[src/rtl/config_ram_arbiter.sv]
// Arbitrates a single-port configuration RAM between a register-file bus and a
// datapath lookup port; the datapath has priority but cannot starve the bus.
module config_ram_arbiter #(
  parameter int ADDR_WIDTH   = 8,
  parameter int DATA_WIDTH   = 32,
  parameter int STARVE_LIMIT = 4
) (
  input  logic                    clk,
  input  logic                    rst_n,
  input  logic [ADDR_WIDTH-1:0]   bus_addr,
  input  logic [DATA_WIDTH-1:0]   bus_wdata,
  input  logic [DATA_WIDTH/8-1:0] bus_wen,
  input  logic                    bus_rd_strobe,
  output logic [DATA_WIDTH-1:0]   bus_rdata,
  output logic                    bus_rvalid,
  output logic                    bus_busy,
  output logic                    bus_overrun,
  input  logic                    dp_req,
  input  logic [ADDR_WIDTH-1:0]   dp_addr,
  output logic                    dp_ready,
  output logic [DATA_WIDTH-1:0]   dp_rdata,
  output logic                    dp_rvalid,
  output logic                    ram_en,
  output logic [ADDR_WIDTH-1:0]   ram_addr,
  output logic [DATA_WIDTH-1:0]   ram_wdata,
  output logic [DATA_WIDTH/8-1:0] ram_wen,
  input  logic [DATA_WIDTH-1:0]   ram_rdata
);

  localparam int WEN_WIDTH = DATA_WIDTH / 8;
  localparam int CNT_WIDTH = (STARVE_LIMIT < 1) ? 1 : $clog2(STARVE_LIMIT + 1);
  localparam logic [CNT_WIDTH-1:0] CNT_MAX = CNT_WIDTH'(STARVE_LIMIT);

  logic                  pend_valid;
  logic                  pend_read;
  logic [ADDR_WIDTH-1:0] pend_addr;
  logic [DATA_WIDTH-1:0] pend_wdata;
  logic [WEN_WIDTH-1:0]  pend_wen;
  logic [CNT_WIDTH-1:0]  starve_cnt;
  logic                  overrun_q;
  logic                  bus_rvalid_q;
  logic                  dp_rvalid_q;
  logic [DATA_WIDTH-1:0] bus_rdata_q;

  logic new_req;
  logic bus_grant;
  logic dp_grant;

  assign new_req   = (|bus_wen) | bus_rd_strobe;
  assign bus_grant = pend_valid & (~dp_req | (starve_cnt == CNT_MAX));
  assign dp_grant  = dp_req & ~bus_grant;

  assign dp_ready    = dp_grant;
  assign bus_busy    = pend_valid;
  assign bus_overrun = overrun_q;
  assign bus_rvalid  = bus_rvalid_q;
  assign dp_rvalid   = dp_rvalid_q;
  assign dp_rdata    = ram_rdata;

  // The RAM returns data one cycle after the read, so the response cycle shows
  // it directly; the register holds it for every cycle after that.
  assign bus_rdata = bus_rvalid_q ? ram_rdata : bus_rdata_q;

  assign ram_en    = bus_grant | dp_grant;
  assign ram_addr  = bus_grant ? pend_addr : dp_addr;
  assign ram_wdata = bus_grant ? pend_wdata : '0;
  assign ram_wen   = bus_grant ? pend_wen : '0;

  // A request in the grant cycle refills the slot; one arriving while the slot
  // stays occupied is lost and flagged.
  always_ff @(posedge clk or negedge rst_n) begin
    if (!rst_n) begin
      pend_valid <= 1'b0;
      pend_read  <= 1'b0;
      pend_addr  <= '0;
      pend_wdata <= '0;
      pend_wen   <= '0;
      overrun_q  <= 1'b0;
    end else if (new_req && (!pend_valid || bus_grant)) begin
      pend_valid <= 1'b1;
      pend_read  <= ~(|bus_wen);
      pend_addr  <= bus_addr;
      pend_wdata <= bus_wdata;
      pend_wen   <= bus_wen;
    end else begin
      if (new_req) begin
        overrun_q <= 1'b1;
      end
      if (bus_grant) begin
        pend_valid <= 1'b0;
      end
    end
  end

  always_ff @(posedge clk or negedge rst_n) begin
    if (!rst_n) begin
      starve_cnt <= '0;
    end else if (bus_grant || !pend_valid) begin
      starve_cnt <= '0;
    end else if (dp_grant && (starve_cnt != CNT_MAX)) begin
      starve_cnt <= starve_cnt + CNT_WIDTH'(1);
    end
  end

  // Single-cycle read responses; writes complete silently in their grant cycle.
  always_ff @(posedge clk or negedge rst_n) begin
    if (!rst_n) begin
      bus_rvalid_q <= 1'b0;
      dp_rvalid_q  <= 1'b0;
      bus_rdata_q  <= '0;
    end else begin
      bus_rvalid_q <= bus_grant & pend_read;
      dp_rvalid_q  <= dp_grant;
      if (bus_rvalid_q) begin
        bus_rdata_q <= ram_rdata;
      end
    end
  end

endmodule

[config.mk]
export PLATFORM = sky130hd
export DESIGN_NAME = config_ram_arbiter
export DESIGN_NICKNAME = d
export VERILOG_FILES = /design/src/rtl/config_ram_arbiter.sv
export SDC_FILE = /design/constraint.sdc
export NUM_CORES = 1
export LEC_CHECK = 0
export BUFFER_PORTS_ARGS = -buffer_cell sky130_fd_sc_hd__buf_4
export CORE_ASPECT_RATIO = 1.5
export CORE_MARGIN = 2
export CORE_UTILIZATION = 33
export DETAILED_ROUTE_END_ITERATION = 6
export PLACE_DENSITY = 0.65
export SLEW_MARGIN = 20
export SYNTH_ARGS = -nofsm -noshare
export SYNTH_HDL_FRONTEND = slang
export SYNTH_SLANG_ARGS = --single-unit
[constraint.sdc]
create_clock -name clk -period 2.5 [get_ports clk]
set_input_delay 0 -clock clk [delete_from_list [all_inputs] [get_ports clk]]
set_output_delay 0 -clock clk [all_outputs]
set_load 0.1 [all_outputs]
==> flow_results.xml <==
<?xml version="1.0" encoding="UTF-8"?>
<metrics>
  <group name="outcome">
    <metric name="run_status" unit="">finished, final reports clean</metric>
  </group>
  <group name="run">
    <metric name="max_cap_viol_count" unit="">0</metric>
  </group>
  <group name="global_route">
    <metric name="antenna_found_initial" unit="">0</metric>
    <metric name="grt_first_pass_wirelength" unit="µm">15000</metric>
    <metric name="maximum_number_of_pins_on_one_net_before_global_route_repair" unit="">85</metric>
    <metric name="grt_remaining_overflow" unit="">0</metric>
    <metric name="grtUsageTotal" unit="%">14.9</metric>
    <metric name="first_global_vias" unit="">3110</metric>
  </group>
  <group name="detailed_routing">
    <metric name="detailedRoute.firstIterationViolations" unit="">46</metric>
    <metric name="detail_route.wl_per_cell" unit="µm">14.6</metric>
    <metric name="detailroute.via_count" unit="">2956</metric>
    <metric name="drt_pre_antenna_iters" unit="">4</metric>
    <metric name="route.antenna.remaining_nets" unit="">0</metric>
    <metric name="detailed_route_vias_per_instance" unit="">4.35</metric>
    <metric name="drt-total-wl" unit="µm">9910</metric>
    <metric name="drc_errors_left" unit="">0</metric>
  </group>
  <group name="sta">
    <metric name="max-slew-margin-rel" unit="%">50.4</metric>
    <metric name="rsz0062_at_grt" unit="">no</metric>
    <metric name="setup_viol" unit="">0</metric>
    <metric name="timing_worst_slew_pin_value" unit="ns">0.744</metric>
    <metric name="slew_viol_final" unit="">0</metric>
    <metric name="maxClockFrequency" unit="MHz">469</metric>
    <metric name="layout_worst_path_cycle_share" unit="%">85.2</metric>
    <metric name="post-route-min-period" unit="ns">2.13</metric>
    <metric name="hold_viol_final" unit="">0</metric>
    <metric name="fin_worst_skew" unit="ns">0.00606</metric>
    <metric name="totalNegativeSetupSlack" unit="ns">0</metric>
  </group>
  <group name="yosys">
    <metric name="synth_nets" unit="">364</metric>
    <metric name="netlist_instances" unit="">274</metric>
    <metric name="ys_seq_elements" unit="">84</metric>
    <metric name="synth.yosys.seq_area_share" unit="%">53.9</metric>
    <metric name="post_synth_instance_area" unit="mm²">0.00390</metric>
    <metric name="number_of_warnings_reported_in_the_yosys_synthesis_log" unit="">0</metric>
    <metric name="post_synth.cell_area_avg" unit="µm²">14.2</metric>
    <metric name="distinct_cell_type_count_after_synthesis" unit="">24</metric>
  </group>
  <group name="cts">
    <metric name="cts-htree-levels" unit="">3</metric>
    <metric name="clock_latency_on_the_worst_skew_pair" unit="ns">0.32</metric>
    <metric name="ctsResizeCount" unit="">0</metric>
    <metric name="clk_transition_reported_paths" unit="ns">0.06</metric>
    <metric name="cts.sink_count" unit="">84</metric>
    <metric name="post-cts-setup-buffer-count" unit="">0</metric>
    <metric name="largest_buffer_count_on_any_clock_path" unit="">2</metric>
    <metric name="postCtsHoldBufs" unit="">79</metric>
    <metric name="cts_root_buf" unit="">sky130_fd_sc_hd__clkbuf_16</metric>
    <metric name="cts_tree" unit="">built</metric>
    <metric name="cts_buffers" unit="">9</metric>
  </group>
  <group name="power_and_ir_drop">
    <metric name="powerDensity" unit="mW/mm²">991</metric>
    <metric name="power.combinational.fraction" unit="%">52.6</metric>
    <metric name="seqPwrFrac" unit="%">27.0</metric>
    <metric name="power.leakage" unit="nW">3.12</metric>
    <metric name="power.net_switching" unit="W">0.00309</metric>
    <metric name="swShare" unit="%">48.6</metric>
    <metric name="pwr-share-clk" unit="%">20.4</metric>
    <metric name="p_int" unit="W">0.00327</metric>
    <metric name="ir_drop" unit="mV">0.397</metric>
  </group>
  <group name="layout">
    <metric name="antenna_cells" unit="">0</metric>
    <metric name="fillerInstances" unit="">967</metric>
    <metric name="most_common_cell_after_layout_fill_and_taps_aside" unit="">sky130_fd_sc_hd__buf_4</metric>
    <metric name="layout.nets" unit="">615</metric>
    <metric name="final_layout_size_suffix_gt1_share" unit="%">57.8</metric>
    <metric name="most-common-layout-cells" unit="">204 x sky130_fd_sc_hd__buf_4, 84 x sky130_fd_sc_hd__dfrtp_1, 79 x sky130_fd_sc_hd__dlygate4sd3_1, 44 x sky130_fd_sc_hd__mux2_2, 37 x sky130_fd_sc_hd__and2_1</metric>
    <metric name="final_cells" unit="">679</metric>
    <metric name="final_std_cell_area_no_fill" unit="mm²">0.00642</metric>
    <metric name="area_growth" unit="%">64.6</metric>
  </group>
  <group name="worst_setup_path">
    <metric name="cp_max_fanout" unit="">30</metric>
    <metric name="crit-reg2reg-launch" unit="">starve_cnt[0]</metric>
    <metric name="regToRegEndpoint" unit="">pend_wdata[23]</metric>
    <metric name="critPathLaunchType" unit="">flip-flop</metric>
    <metric name="worst_r2r_path_depth" unit="">6</metric>
    <metric name="crit_top_cell" unit="">sky130_fd_sc_hd__buf_4</metric>
    <metric name="critPathKind" unit="">flip-flop to primary output</metric>
    <metric name="critPathSlowestCell" unit="">sky130_fd_sc_hd__dfrtp_1</metric>
    <metric name="cp_data_required_time" unit="ns">2.50</metric>
    <metric name="r2r_setup_slack" unit="ns">0.81</metric>
    <metric name="crit_chain" unit="">inv_1 -&gt; ha_1 -&gt; a21boi_2 -&gt; nor2b_2 -&gt; buf_4 -&gt; mux2_2 -&gt; buf_4</metric>
    <metric name="timing.critical_path.slowest_cell_delay" unit="ns">0.39</metric>
    <metric name="endpoint_kind" unit="">primary output</metric>
    <metric name="arrival_worst_endpoint" unit="ns">2.13</metric>
  </group>
  <group name="place">
    <metric name="dp_hpwl" unit="µm">6450</metric>
    <metric name="finalWeightedCongestion" unit="">0.656</metric>
    <metric name="dpl.cell_count" unit="">585</metric>
    <metric name="placement.cell_area" unit="mm²">0.00533</metric>
    <metric name="place.port_buffers" unit="">201</metric>
  </group>
  <group name="floorplanning">
    <metric name="die-width" unit="µm">92.8</metric>
    <metric name="initial_utilization" unit="%">33.8</metric>
    <metric name="dieHeight" unit="µm">137</metric>
    <metric name="die_area" unit="mm²">0.0127</metric>
    <metric name="io-pin-count" unit="">202</metric>
    <metric name="coreArea" unit="mm²">0.0115</metric>
    <metric name="placement_row_count" unit="">48</metric>
  </group>
  <group name="min_path">
    <metric name="min_path_type" unit="">primary input to async pin</metric>
  </group>
</metrics>
==> layer usage <==
layer / wire length, µm / GRT usage, % / up-vias
li1: - / - / 1385
met1: 3620 / 15.7 / 1426
met2: 5420 / 28.3 / 132
met3: 704 / 3.91 / 13
met4: 159 / 4.98 / 0
met5: 0 / 0 / -
==> cells in the mapped netlist, drive strengths merged <==
master / instances / area share, %
dfrtp: 84 / 54
mux2: 80 / 27
nor2: 3 / 0.29
or2: 1 / 0.16
o21bai: 1 / 0.19
nor2b: 2 / 0.32
and2: 37 / 5.9
or4: 1 / 0.29
a21boi: 2 / 0.48
ha: 2 / 0.64
nand2: 2 / 0.19
clkbuf: 5 / 0.48
inv: 6 / 0.58
a2bb2oi: 1 / 0.67
xnor2: 1 / 0.22
o2bb2a: 1 / 0.26
o2bb2ai: 4 / 0.90
and3: 1 / 0.16
buf: 40 / 7.7
==> sequential cells by signal, summed over array words and instances (netlist names) <==
name,flops
bus_overrun,1
bus_rvalid,1
starve_cnt,3
bus_busy,1
pend_wdata,32
pend_wen,4
pend_addr,8
pend_read,1
dp_rvalid,1
bus_rdata_q,32
==> worst max-delay path by stage <==
stage | start | end | slack [ns]
floorplan | bus_busy | dp_rvalid | 0.03
global placement | starve_cnt[0] | ram_addr[2] | 0.78
detailed placement | starve_cnt[0] | ram_addr[5] | 0.73
CTS | starve_cnt[0] | ram_addr[3] | 0.34
global route | starve_cnt[0] | ram_addr[2] | 0.26
finish | starve_cnt[0] | ram_addr[2] | 0.37
==> cells by family after synthesis <==
kind of cell | Yosys count | share of synthesized area, %
AO/OA/AOI/OAI | 9 | 2.50
flip-flops | 84 | 53.9
AND/OR/NAND/NOR | 47 | 7.35
adder cells (fa/ha/maj) | 2 | 0.642
XOR/XNOR | 1 | 0.225
buffers and inverters | 51 | 8.79
multiplexers | 80 | 26.6
==> stage by stage <==
stage	setup WS [ns]	hold slack (ns)	utilization [%]	power, W
5_1_grt	0.265	0.373	55.7	0.00659
3_5_place_dp	0.727	0.228	46.2	0.00500
3_3_place_gp	0.781	0.225	46.2	0.00497
4_1_cts	0.341	0.430	55.6	0.00642
2_1_floorplan	0.0259	-0.296	-	0.00437
6_report	0.369	0.305	55.7	0.00636
==> final cells by class <==
cell class | instances | area [µm²] | share of cell area [%]
clock inverter | 4 | 50.0 | 0.780
timing repair buffer | 285 | 2350 | 36.7
sequential | 84 | 2100 | 32.8
clock buffer | 11 | 243 | 3.78
inverter | 6 | 22.5 | 0.351
multi-input combinational | 139 | 1460 | 22.7
tap | 150 | 188 | 2.92
==> critical path: cells and delay by family, from the launching register on <==
kind	cells	cell delay, ns
buffers and inverters	3	0.61
multiplexers	1	0.39
AO/OA/AOI/OAI	1	0.10
flip-flops	1	0.39
adder cells (fa/ha/maj)	1	0.16
AND/OR/NAND/NOR	1	0.15
==> power by group through the flow <==
stage / clock network (W) / registers [W] / logic, W
2_1_floorplan: 0 / 0.00173 / 0.00264
3_3_place_gp: 0 / 0.00173 / 0.00324
3_5_place_dp: 0 / 0.00174 / 0.00326
4_1_cts: 0.00134 / 0.00172 / 0.00336
5_1_grt: 0.00140 / 0.00174 / 0.00344
6_report: 0.00130 / 0.00172 / 0.00335
No activity file was read; power rests on OpenSTA's default activity.
